**config.mk**
```make
export PLATFORM = sky130hd
export DESIGN_NAME = neuron_mac_accumulator
export DESIGN_NICKNAME = d
export VERILOG_FILES = /design/src/rtl/neuron_mac_accumulator.sv
export SDC_FILE = /design/constraint.sdc
export NUM_CORES = 1
export LEC_CHECK = 0
export ABC_AREA = 1
export BUFFER_PORTS_ARGS = -buffer_cell sky130_fd_sc_hd__buf_2
export CAP_MARGIN = 30
export CELL_PAD_IN_SITES_DETAIL_PLACEMENT = 0
export CELL_PAD_IN_SITES_GLOBAL_PLACEMENT = 1
export CORE_ASPECT_RATIO = 0.8
export CORE_MARGIN = 5
export CORE_UTILIZATION = 47
export DETAILED_ROUTE_END_ITERATION = 6
export PLACE_DENSITY = 0.94
export SYNTH_ARGS = -nofsm -noshare
export SYNTH_HDL_FRONTEND = slang
export SYNTH_SLANG_ARGS = --single-unit
```
**constraint.sdc**
```tcl
create_clock -name clk_in -period 2.78 [get_ports clk_in]
set_input_delay 0.556 -clock clk_in [delete_from_list [all_inputs] [get_ports clk_in]]
set_output_delay 0.556 -clock clk_in [all_outputs]
set_load 0.01 [all_outputs]
```
**src/rtl/neuron_mac_accumulator.sv**
```systemverilog
`default_nettype none
// ============================================================================
// Module : neuron_mac_accumulator
// Desc   : Signed fixed-point multiply-accumulate over NUM_INPUTS (data, weight)
//          pairs with a valid/ready wide-sum output. Define NEURON_BIAS_EN to
//          add sext(bias_in) once per vector before the sum is presented.
// Rev    : 1.0  initial release
// ============================================================================
module neuron_mac_accumulator #(
  parameter int DATA_WIDTH = 16,
  parameter int FRAC_BITS  = 8,
  parameter int ACC_WIDTH  = 32,
  parameter int NUM_INPUTS = 784
) (
  input  logic                              clk_in,
  input  logic                              rst_n_in,
  input  logic                              clear_in,
  input  logic [DATA_WIDTH-1:0]             data_in,
  input  logic [DATA_WIDTH-1:0]             weight_in,
  input  logic [DATA_WIDTH-1:0]             bias_in,
  input  logic                              in_valid_in,
  output logic                              in_ready_out,
  output logic [ACC_WIDTH-1:0]              sum_out,
  output logic                              sum_valid_out,
  input  logic                              sum_ready_in,
  output logic [$clog2(NUM_INPUTS+1)-1:0]   count_out
);

  localparam int CW = $clog2(NUM_INPUTS + 1);
  localparam int PW = 2 * DATA_WIDTH;

`ifdef NEURON_BIAS_EN
  typedef enum logic [1:0] {
    S_ACCUM = 2'd0,
    S_DRAIN = 2'd1,
    S_BIAS  = 2'd2,
    S_DONE  = 2'd3
  } state_t;
`else
  typedef enum logic [1:0] {
    S_ACCUM = 2'd0,
    S_DRAIN = 2'd1,
    S_DONE  = 2'd3
  } state_t;
`endif

  state_t                 r_state;
  logic                   r_in_ready;
  logic                   r_sum_valid;
  logic [ACC_WIDTH-1:0]   r_acc;
  logic [CW-1:0]          r_count;
  logic [ACC_WIDTH-1:0]   r_product;
  logic                   r_product_valid;

  logic signed [PW-1:0]   w_prod;
  logic signed [PW-1:0]   w_prod_shr;
  logic [ACC_WIDTH-1:0]   w_product;
  logic                   w_accept;
  logic                   w_last;

  assign w_prod     = $signed(data_in) * $signed(weight_in);
  assign w_prod_shr = w_prod >>> FRAC_BITS;

  // Shifted product fits in ACC_WIDTH by construction; only the sign needs care.
  if (ACC_WIDTH > PW) begin : g_prod_sext
    assign w_product = {{(ACC_WIDTH-PW){w_prod_shr[PW-1]}}, w_prod_shr};
  end else if (ACC_WIDTH == PW) begin : g_prod_same
    assign w_product = w_prod_shr;
  end else begin : g_prod_trunc
    assign w_product = w_prod_shr[ACC_WIDTH-1:0];
  end

`ifdef NEURON_BIAS_EN
  logic [ACC_WIDTH-1:0] w_bias_ext;
  assign w_bias_ext = {{(ACC_WIDTH-DATA_WIDTH){bias_in[DATA_WIDTH-1]}}, bias_in};
`else
  logic w_unused_bias;
  assign w_unused_bias = ^bias_in;
`endif

  assign w_accept = in_valid_in && r_in_ready;
  assign w_last   = (r_count == CW'(NUM_INPUTS - 1));

  always_ff @(posedge clk_in or negedge rst_n_in) begin
    if (!rst_n_in) begin
      r_state         <= S_ACCUM;
      r_in_ready      <= 1'b0;
      r_sum_valid     <= 1'b0;
      r_acc           <= '0;
      r_count         <= '0;
      r_product       <= '0;
      r_product_valid <= 1'b0;
    end else if (clear_in) begin
      r_state         <= S_ACCUM;
      r_in_ready      <= 1'b1;
      r_sum_valid     <= 1'b0;
      r_acc           <= '0;
      r_count         <= '0;
      r_product_valid <= 1'b0;
    end else begin
      r_product_valid <= w_accept;
      if (w_accept) begin
        r_product <= w_product;
        r_count   <= r_count + CW'(1);
      end
      if (r_product_valid) begin
        r_acc <= r_acc + r_product;
      end
      case (r_state)
        S_ACCUM: begin
          if (w_accept && w_last) begin
            r_in_ready <= 1'b0;
            r_state    <= S_DRAIN;
          end else begin
            r_in_ready <= 1'b1;
          end
        end
        S_DRAIN: begin
`ifdef NEURON_BIAS_EN
          r_state     <= S_BIAS;
`else
          r_state     <= S_DONE;
          r_sum_valid <= 1'b1;
`endif
        end
`ifdef NEURON_BIAS_EN
        // No product is in flight here, so this add cannot collide with stage 2.
        S_BIAS: begin
          r_acc       <= r_acc + w_bias_ext;
          r_state     <= S_DONE;
          r_sum_valid <= 1'b1;
        end
`endif
        S_DONE: begin
          if (sum_ready_in) begin
            r_acc       <= '0;
            r_count     <= '0;
            r_sum_valid <= 1'b0;
            r_in_ready  <= 1'b1;
            r_state     <= S_ACCUM;
          end
        end
        default: r_state <= S_ACCUM;
      endcase
    end
  end

  assign in_ready_out  = r_in_ready;
  assign sum_out       = r_acc;
  assign sum_valid_out = r_sum_valid;
  assign count_out     = r_count;

endmodule
`default_nettype wire
```
==> impl_metrics.yaml, run 1 <==
synthesis:
  synth_top_cell_by_area: "fa_1"
  synth_edf_count: 0
  yosysUniqueCellTypes: 41
  yosysMostFrequentCell: "nand2_1"
  synth_top_area_frac: 0.335
  synth_cells: 2185
  synth.avg_cell_area_sq_um: 7.17
  ys_async_sr_fraction: 1.00
  ys_ff_latch: 71
  synth_commonest_cells: "nand2_1 (596), inv_1 (577), fa_1 (262)"
  synth.net_count: 2611
  netlist_area_sq_um: 15700
  yosysWarnings: 0
  ys_top_cells_by_area: "fa_1 (33%), nand2_1 (14%), inv_1 (14%)"
  yosysSeqAreaShare: 0.113
  synth-main-ff-cell: "dfrtp_1"
sta:
  worst_slack_ns: -2.56
  fin_tns_setup_ns: -55.05
  finalHoldViolCount: 0
  slew_headroom: 0.623
  post-route-period-util: 1.92
  worst_pin_slew_ns: 0.566
  rsz0062_at_grt: "yes"
  skew_ns: 0.00594
  slew_violations: 0
  fmax_mhz: 187
  setup_viol: 24
  period_needed_ns: 5.34
place:
  routabilityCongestion: 0.955
  placed_area_sq_um: 18000
  port_buffers: 80
  dp_hpwl_um: 35500
  dp_cells: 2777
final_layout:
  drive_gt1_frac: 0.261
  syn2layout_area_growth_pct: 31.3
  design_area_sq_um: 20600
  num_antenna_cells: 0
  fillerInstances: 2755
  fin_cells: 2863
  nets: 2857
floorplan:
  initial_core_util: 0.479
  core_sq_um: 32700
  fp-row-count: 59
  die_w_um: 214
  chipHeight_um: 173
  io_pins: 97
  dieArea_sq_um: 37100
hold_path:
  min_path_type: "reg -> reg"
  min_from: "sum_valid_out"
  whs_endpoint: "sum_valid_out"
  worstHoldPathCells: 2
cts:
  cts_tree: "yes"
  insertion_delay_ns: 0.34
  clockBufferDepth: 2
  root_buffer: "clkbuf_16"
  cts_num_sinks: 71
  cts_max_level: 3
  numCtsBuffers: 9
  cts.clk_slew.worst_paths_ns: 0.06
critical_path:
  regToRegSetupSlack_ns: 0.33
  worstSetupPathType: "in -> reg"
  cp-start-kind: "input pin"
  crit_family: "adder cells"
  cp_max_fo: 6
  worst_r2r_path_depth: 14
  worst-path-buf-inv: 6
  crit_arrival_ns: 5.57
  crit_path_max_incr_delay_ns: 0.68
  crit_required_ns: 3.01
  crit_path_start: "data_in[15]"
  endpoint_kind: "flip-flop"
  crit_top_cell: "fa_1"
  crit_slowest_cell: "fa_2"
  path_cells: "buf_12 -> nand2_4 -> inv_2 -> fa_2 -> fa_2 -> buf_4 -> buf_12 -> buf_4 -> fa_1 -> fa_1 -> fa_1 -> fa_1 -> ha_4 -> inv_1 -> o21ai_1 -> a21oi_2 -> o21ai_1 -> a21oi_2 -> nand3_1 -> nand3_1 -> nand2_1"
  r2r_end: "sum_out[30]"
  timing.rr.start: "sum_out[0]"
global_routing:
  grt_overflow: 0
  grt_max_degree: 72
  antenna_found_initial: 0
  grt_usage: 0.245
  grt_pass1_vias: 15300
  grt_first_pass_wirelength_um: 75000
run_status:
  status: "finished, violations left"
  violations: "negative setup slack"
drt:
  viasPerCell: 5.03
  routed_wl_um: 45500
  route.detailed.drc: 0
  drt-wirelength-per-cell_um: 15.9
  dr.first_iter.drc_count: 1023
  num_vias: 14400
  dr.pass1.iters: 5
  ant_nets: 0
job:
  max_cap_violations: 0
==> cell type report <==
| type | count | area (sq um) | share of cell area |
|---|---|---|---|
| Clock buffer | 9 | 225 | 0.0110 |
| Multi-Input combinational cell | 1466 | 12900 | 0.630 |
| Sequential cell | 71 | 1780 | 0.0864 |
| Clock inverter | 7 | 128 | 0.00621 |
| Tap cell | 427 | 534 | 0.0260 |
| Timing Repair Buffer | 305 | 2770 | 0.134 |
| Inverter | 578 | 2180 | 0.106 |
==> flip-flops by register name, summed over array words and instances, names as in the netlist <==
| signal | flops |
|---|---|
| sum_out | 32 |
| r_product | 24 |
| count_out | 10 |
| r_state | 2 |
| in_ready_out | 1 |
| r_product_valid | 1 |
| sum_valid_out | 1 |
==> worst max-delay path by stage <==
stage | end | slack, ns | cells after the start
2_1_floorplan | r_product[23] | -2.54 | 23
3_3_place_gp | r_product[20] | -3.11 | 18
3_5_place_dp | r_product[20] | -3.14 | 20
4_1_cts | r_product[21] | -2.46 | 23
5_1_grt | r_product[18] | -2.69 | 23
6_report | r_product[20] | -2.56 | 21
==> per-layer routing <==
layer  vias to the layer above  GRT usage  part of all wire
met5                         -          0                 0
li1                       6903          -                 -
met2                       431      0.401              0.47
met4                         0     0.0464             0.019
met1                      6980      0.349              0.44
met3                        82     0.0414             0.068
==> stage by stage <==
| stage | hold slack (ns) | util | setup WS (ns) |
|---|---|---|---|
| 3_3_place_gp | 0.471 | 0.552 | -3.11 |
| 2_1_floorplan | 0.260 | - | -2.54 |
| 4_1_cts | 0.397 | 0.610 | -2.46 |
| 6_report | 0.483 | 0.629 | -2.56 |
| 3_5_place_dp | 0.470 | 0.552 | -3.14 |
| 5_1_grt | 0.523 | 0.629 | -2.69 |
==> logic make-up after synthesis <==
family	share of synthesized area
buf+inv	0.156
flops	0.113
compound gates	0.0528
fa+ha+maj	0.424
simple gates	0.239
xor+xnor	0.0157
==> placed cells by master (no fill, tap or decap), types with 33 or more instances in the layout <==
| cell | netlist | routed |
|---|---|---|
| nand2_2 | 10 | 44 |
| buf_2 | 1 | 50 |
| ha_1 | 111 | 83 |
| nand2_1 | 596 | 521 |
| inv_1 | 577 | 516 |
| buf_6 | 0 | 46 |
| buf_4 | 1 | 177 |
| fa_1 | 262 | 237 |
| inv_2 | 1 | 58 |
| nor2_1 | 160 | 129 |
| a21oi_1 | 64 | 37 |
| nand2_4 | 1 | 38 |
| dfrtp_1 | 71 | 71 |
| nand3_1 | 81 | 71 |
| o21ai_0 | 53 | 33 |
==> worst reg2reg max path, cell delays in order, from the launching register on <==
cell and delay [ns]:
dfrtp_1 0.42, ha_1 0.25, fa_1 0.44, nand3_1 0.12, nand2_1 0.14, nand2_1 0.12
nand2_1 0.15, nand2_1 0.10, nand3_1 0.15, nand2_1 0.17, nand2_1 0.06, nand2_1 0.06
nand3_1 0.06, nand2_1 0.08, inv_1 0.04
==> repair_timing <==
action / 4_1_cts / 5_1_grt
hold buffers: 0 / 1
setup buffers: 48 / 19
endpoints found under the hold margin: 0 / 2
endpoints found under the setup margin: 24 / 24
gates resized for setup: 300 / 119
pin swaps: 137 / 114
cloned: 6 / 0
Power of run 1 is left out: the tool's default activity adds up to more than one toggle a clock period on the data nets, which glitch-free logic cannot reach.
==> inputs of run 2 (changes only) <==
--- a/config.mk
+++ b/config.mk
@@ -5,14 +5,13 @@
 export SDC_FILE = /design/constraint.sdc
 export NUM_CORES = 1
 export LEC_CHECK = 0
-export ABC_AREA = 1
 export BUFFER_PORTS_ARGS = -buffer_cell sky130_fd_sc_hd__buf_2
 export CAP_MARGIN = 30
 export CELL_PAD_IN_SITES_DETAIL_PLACEMENT = 0
 export CELL_PAD_IN_SITES_GLOBAL_PLACEMENT = 1
 export CORE_ASPECT_RATIO = 0.8
 export CORE_MARGIN = 5
-export CORE_UTILIZATION = 47
+export CORE_UTILIZATION = 50
 export DETAILED_ROUTE_END_ITERATION = 6
 export PLACE_DENSITY = 0.94
 export SYNTH_ARGS = -nofsm -noshare
==> run 2 against run 1 <==
Against the previous run: the flow still finishes with violations (negative setup slack); die area down 16%; clock skew grew 0.0035 ns; register-to-register slack worse by 0.20 ns; clock-buffer cell count grew 1; sequential share of layout area rose by 1.8 points; first-iteration DRC count decreased by 41%; critical path type unchanged; synthesized cell count decreased by 32%; non-clock buffer count is 49 lower; cell count is 28% lower.
==> impl_metrics.yaml, run 2 <==
run_status:
  status: "finished, violations left"
  violations: "negative setup slack"
sta:
  worst_hold_slack_ns: 0.207
  skew_ns: 0.00948
  setup_viol: 24
  fmax_mhz: 181
  worst_slack_ns: -2.74
  post-route-period-util: 1.99
  finalHoldViolCount: 0
  worst_pin_slew_ns: 0.786
  period_needed_ns: 5.52
  slew_violations: 0
  rsz0062_at_grt: "yes"
  slew_headroom: 0.476
cts:
  cts_tree: "yes"
  holdBufCountCts: 0
  cts.clk_slew.worst_paths_ns: 0.06
  root_buffer: "clkbuf_16"
  cts_max_level: 3
  numCtsBuffers: 9
  cts_num_sinks: 71
  insertion_delay_ns: 0.34
  clockBufferDepth: 2
critical_path:
  cp_max_fo: 8
  crit_required_ns: 3.00
  crit_arrival_ns: 5.74
  endpoint_kind: "flip-flop"
  cp-start-kind: "input pin"
  timing.rr.start: "sum_out[3]"
  crit_path_start: "data_in[7]"
  worstSetupPathType: "in -> reg"
synthesis:
  synth.net_count: 1906
  synth-main-ff-cell: "dfrtp_1"
  synth_top_cell_by_area: "fa_1"
  yosysWarnings: 0
  ys_async_sr_fraction: 1.00
  ys_ff_latch: 71
  synth_top_area_frac: 0.379
  yosysSeqAreaShare: 0.128
  yosysUniqueCellTypes: 59
  synth_cells: 1480
  netlist_area_sq_um: 13800
  synth_commonest_cells: "inv_1 (284), fa_1 (262), nand2_1 (171)"
  synth.avg_cell_area_sq_um: 9.35
  ys_top_cells_by_area: "fa_1 (38%), dfrtp_1 (13%), ha_1 (10%)"
  synth_edf_count: 0
  yosysMostFrequentCell: "inv_1"
drt:
  num_vias: 10900
  ant_nets: 0
  dr.first_iter.drc_count: 608
  routed_wl_um: 32700
  drt-wirelength-per-cell_um: 15.8
  viasPerCell: 5.26
  route.detailed.drc: 0
  dr.pass1.iters: 7
final_layout:
  fin_util: 0.626
  design_area_sq_um: 17100
  nets: 2124
  multi_input_area_sq_um: 11400
  drive_gt1_frac: 0.241
  syn2layout_area_growth_pct: 23.5
  num_antenna_cells: 0
  largest_register_ffs: 32
  final_cell_mix: "inv_1 (270), fa_1 (249), nand2_1 (162)"
  final_common_cell: "inv_1"
  fillerInstances: 2184
  seq_area_sq_um: 1780
place:
  dp_hpwl_um: 27000
  placed_area_sq_um: 16000
  routabilityCongestion: 0.874
  port_buffers: 80
global_routing:
  grt_first_pass_wirelength_um: 55500
  grt_pass1_vias: 11500
  grt_max_degree: 72
  antenna_found_initial: 0
  grt_overflow: 0
  grt_usage: 0.213
floorplan:
  die_w_um: 196
  io_pins: 97
  initial_core_util: 0.507
  chipHeight_um: 159
  dieArea_sq_um: 31100
  core_sq_um: 27300
  fp-row-count: 54
job:
  max_cap_violations: 0
hold_path:
  min_path_type: "in -> async"
## run 2: changes by cell type after synthesis, sizes merged, moves of 27 or more
cell   change
and2     +124
inv      -294
mux2i     +27
nand2    -436
nand3     -69
nor2      -99
## run 2: cell families after synthesis
kind of cell | synth area share
muxes | 0.0195
adders and majority gates | 0.479
xor gates and xnor gates | 0.0386
and+or+nand+nor | 0.155
buffers and inverters | 0.0904
DFF | 0.128
AOI/OAI and AO/OA | 0.0890
## run 2: final timing paths
kind | to | slack [ns] | cells after the start
min in group clk_in | sum_valid_out | 0.47 | 2
max in group asynchronous | count_out[8] | 2.25 | 2
setup / recovery | r_product[22] | -2.74 | 23
setup reg to reg | sum_out[20] | 0.13 | 11
hold reg to reg | r_product[19] | 0.49 | 2
hold / removal | sum_out[28] | 0.21 | 2
## run 2: final cells by class
class	instances	share of cell area
multi-input combinational	1076	0.668
timing repair buffer	256	0.121
sequential	71	0.104
inverter	284	0.0623
tap	364	0.0266
clock buffer	10	0.0140
clock inverter	6	0.00351
## run 2: critical path, cell delays in order
cell	delay [ns]
buf_12	0.12
and2_4	0.15
fa_1	0.52
inv_1	0.05
fa_2	0.52
fa_1	0.42
fa_1	0.48
inv_1	0.05
fa_1	0.49
inv_2	0.04
fa_1	0.49
inv_2	0.05
ha_4	0.30
nand2_4	0.06
o21ai_2	0.13
a21oi_2	0.07
o211ai_1	0.29
a41oi_2	0.16
buf_6	0.16
o211ai_1	0.23
a31oi_1	0.14
xor2_1	0.18
o21ai_1	0.07
## run 2: stage by stage
step | setup TNS, ns | std cells | setup slack [ns]
floorplan | -56.61 | 1480 | -2.76
global placement | -67.74 | 2037 | -3.14
detailed placement | -69.85 | 2037 | -3.26
CTS | -58.33 | 2056 | -2.76
global route | -61.81 | 2067 | -2.96
finish | -57.71 | 2067 | -2.74
## run 2: repair_timing
| item | 4_1_cts | 5_1_grt |
|---|---|---|
| cloned | 0 | 1 |
| resized for setup | 89 | 89 |
| buffers inserted | 3 | 9 |
| endpoints found under the setup margin | 27 | 34 |
| pin swaps | 51 | 55 |
## run 2: layer usage
layer,track usage,routed length [um]
met2,0.372,16900
met1,0.285,13800
met4,0.0403,429
met5,0,0
met3,0.0347,1520
Power of run 2 is left out for the same reason.
==> inputs of run 3 (changes only) <==
--- a/config.mk
+++ b/config.mk
@@ -9,7 +9,7 @@
 export CAP_MARGIN = 30
 export CELL_PAD_IN_SITES_DETAIL_PLACEMENT = 0
 export CELL_PAD_IN_SITES_GLOBAL_PLACEMENT = 1
-export CORE_ASPECT_RATIO = 0.8
+export CORE_ASPECT_RATIO = 0.5
 export CORE_MARGIN = 5
 export CORE_UTILIZATION = 50
 export DETAILED_ROUTE_END_ITERATION = 6
==> run 3 against run 2 <==
Against the previous run: the flow still finishes with violations (negative setup slack); non-clock buffer count rose by 21; utilization shrank 0.29 points; worst hold slack better by 0.14 ns; largest cell class unchanged.
==> impl_metrics.yaml, run 3 (synthesized netlist as in run 2, its figures left out) <==
drt:
  viasPerCell: 5.13
  dr.first_iter.drc_count: 579
  num_vias: 10800
  route.detailed.drc: 0
  drt-wirelength-per-cell_um: 16.6
  ant_nets: 0
  dr.pass1.iters: 5
  routed_wl_um: 34900
global_routing:
  grt_overflow: 0
  grt_usage: 0.224
  antenna_found_initial: 0
  grt_first_pass_wirelength_um: 57100
  grt_max_degree: 72
  grt_pass1_vias: 11300
sta:
  worst_pin_slew_ns: 0.871
  worst_slack_ns: -2.79
  period_needed_ns: 5.57
  post-route-period-util: 2.00
  skew_ns: 0.00520
  finalHoldViolCount: 0
  rsz0062_at_grt: "yes"
  setup_viol: 24
  slew_headroom: 0.420
  slew_violations: 0
  fmax_mhz: 180
final_layout:
  largest_register_ffs: 32
  fin_util: 0.623
  nets: 2145
  drive_gt1_frac: 0.244
  final_common_cell: "inv_1"
  final_cell_mix: "inv_1 (273), fa_1 (247), buf_4 (184)"
  num_antenna_cells: 0
  fillerInstances: 2205
  multi_input_area_sq_um: 11400
  syn2layout_area_growth_pct: 23.8
  seq_area_sq_um: 1780
  design_area_sq_um: 17100
critical_path:
  crit_required_ns: 3.00
  crit_slowest_cell: "fa_1"
  crit_family: "adder cells"
  crit_top_cell: "fa_1"
  r2r_end: "sum_out[24]"
  cp_max_fo: 7
  worstSetupPathType: "in -> reg"
  cp-start-kind: "input pin"
  endpoint_kind: "flip-flop"
  worst_r2r_path_depth: 12
  timing.rr.start: "sum_out[0]"
  cp.depth: 26
  regToRegSetupSlack_ns: 0.14
  crit_path_max_incr_delay_ns: 0.53
  worst-path-buf-inv: 9
  crit_arrival_ns: 5.79
run_status:
  status: "finished, violations left"
  violations: "negative setup slack"
cts:
  cts_num_sinks: 71
  insertion_delay_ns: 0.34
  holdBufCountCts: 0
  root_buffer: "clkbuf_16"
  cts.clk_slew.worst_paths_ns: 0.06
  cts_max_level: 3
  numCtsBuffers: 9
  cts_tree: "yes"
  clockBufferDepth: 2
hold_path:
  min_path_type: "in -> async"
place:
  placed_area_sq_um: 16100
  routabilityCongestion: 0.917
  dp_hpwl_um: 28800
  port_buffers: 80
floorplan:
  initial_core_util: 0.504
  die_w_um: 245
  fp-row-count: 43
  core_sq_um: 27500
  dieArea_sq_um: 31300
  chipHeight_um: 128
  io_pins: 97
job:
  max_cap_violations: 0
-- run 3: what timing repair did --
action	CTS	global route
setup buffers	6	15
cloned	0	2
setup endpoints to repair	24	34
pin swaps	42	50
resized for setup	71	71
-- run 3: worst max-delay path by stage --
stage | startpoint | endpoint | slack (ns)
3_3_place_gp | data_in[9] | r_product[23] | -3.14
6_report | weight_in[4] | r_product[20] | -2.79
3_5_place_dp | data_in[9] | r_product[22] | -3.25
4_1_cts | weight_in[4] | r_product[22] | -2.84
2_1_floorplan | weight_in[3] | r_product[22] | -2.76
5_1_grt | weight_in[4] | r_product[22] | -3.04
-- run 3: layout make-up --
type	instances	share of cell area
multi-input cells	1076	0.664
repair buffers	277	0.126
clock buffers	9	0.0131
inverters	284	0.0622
well taps	382	0.0279
clock inverters	7	0.00285
flip-flops and latches	71	0.104
-- run 3: layer usage --
layer,vias up,GRT usage,share of wire
met4,0,0.0445,0.018
met2,358,0.355,0.45
met1,5319,0.323,0.45
met3,49,0.0508,0.087
li1,5083,-,-
met5,-,0,0
-- run 3: per-stage QoR --
| step | worst slack [ns] | hold WS [ns] | setup TNS [ns] | instances |
|---|---|---|---|---|
| final | -2.79 | 0.351 | -59.20 | 2106 |
| after global routing | -3.04 | 0.446 | -63.30 | 2106 |
| after CTS | -2.84 | 0.387 | -59.50 | 2089 |
| after detailed placement | -3.25 | 0.479 | -69.56 | 2067 |
| after global placement | -3.14 | 0.464 | -67.42 | 2067 |
| after floorplan | -2.76 | 0.260 | -56.61 | 1480 |
Power of run 3 is left out for the same reason.
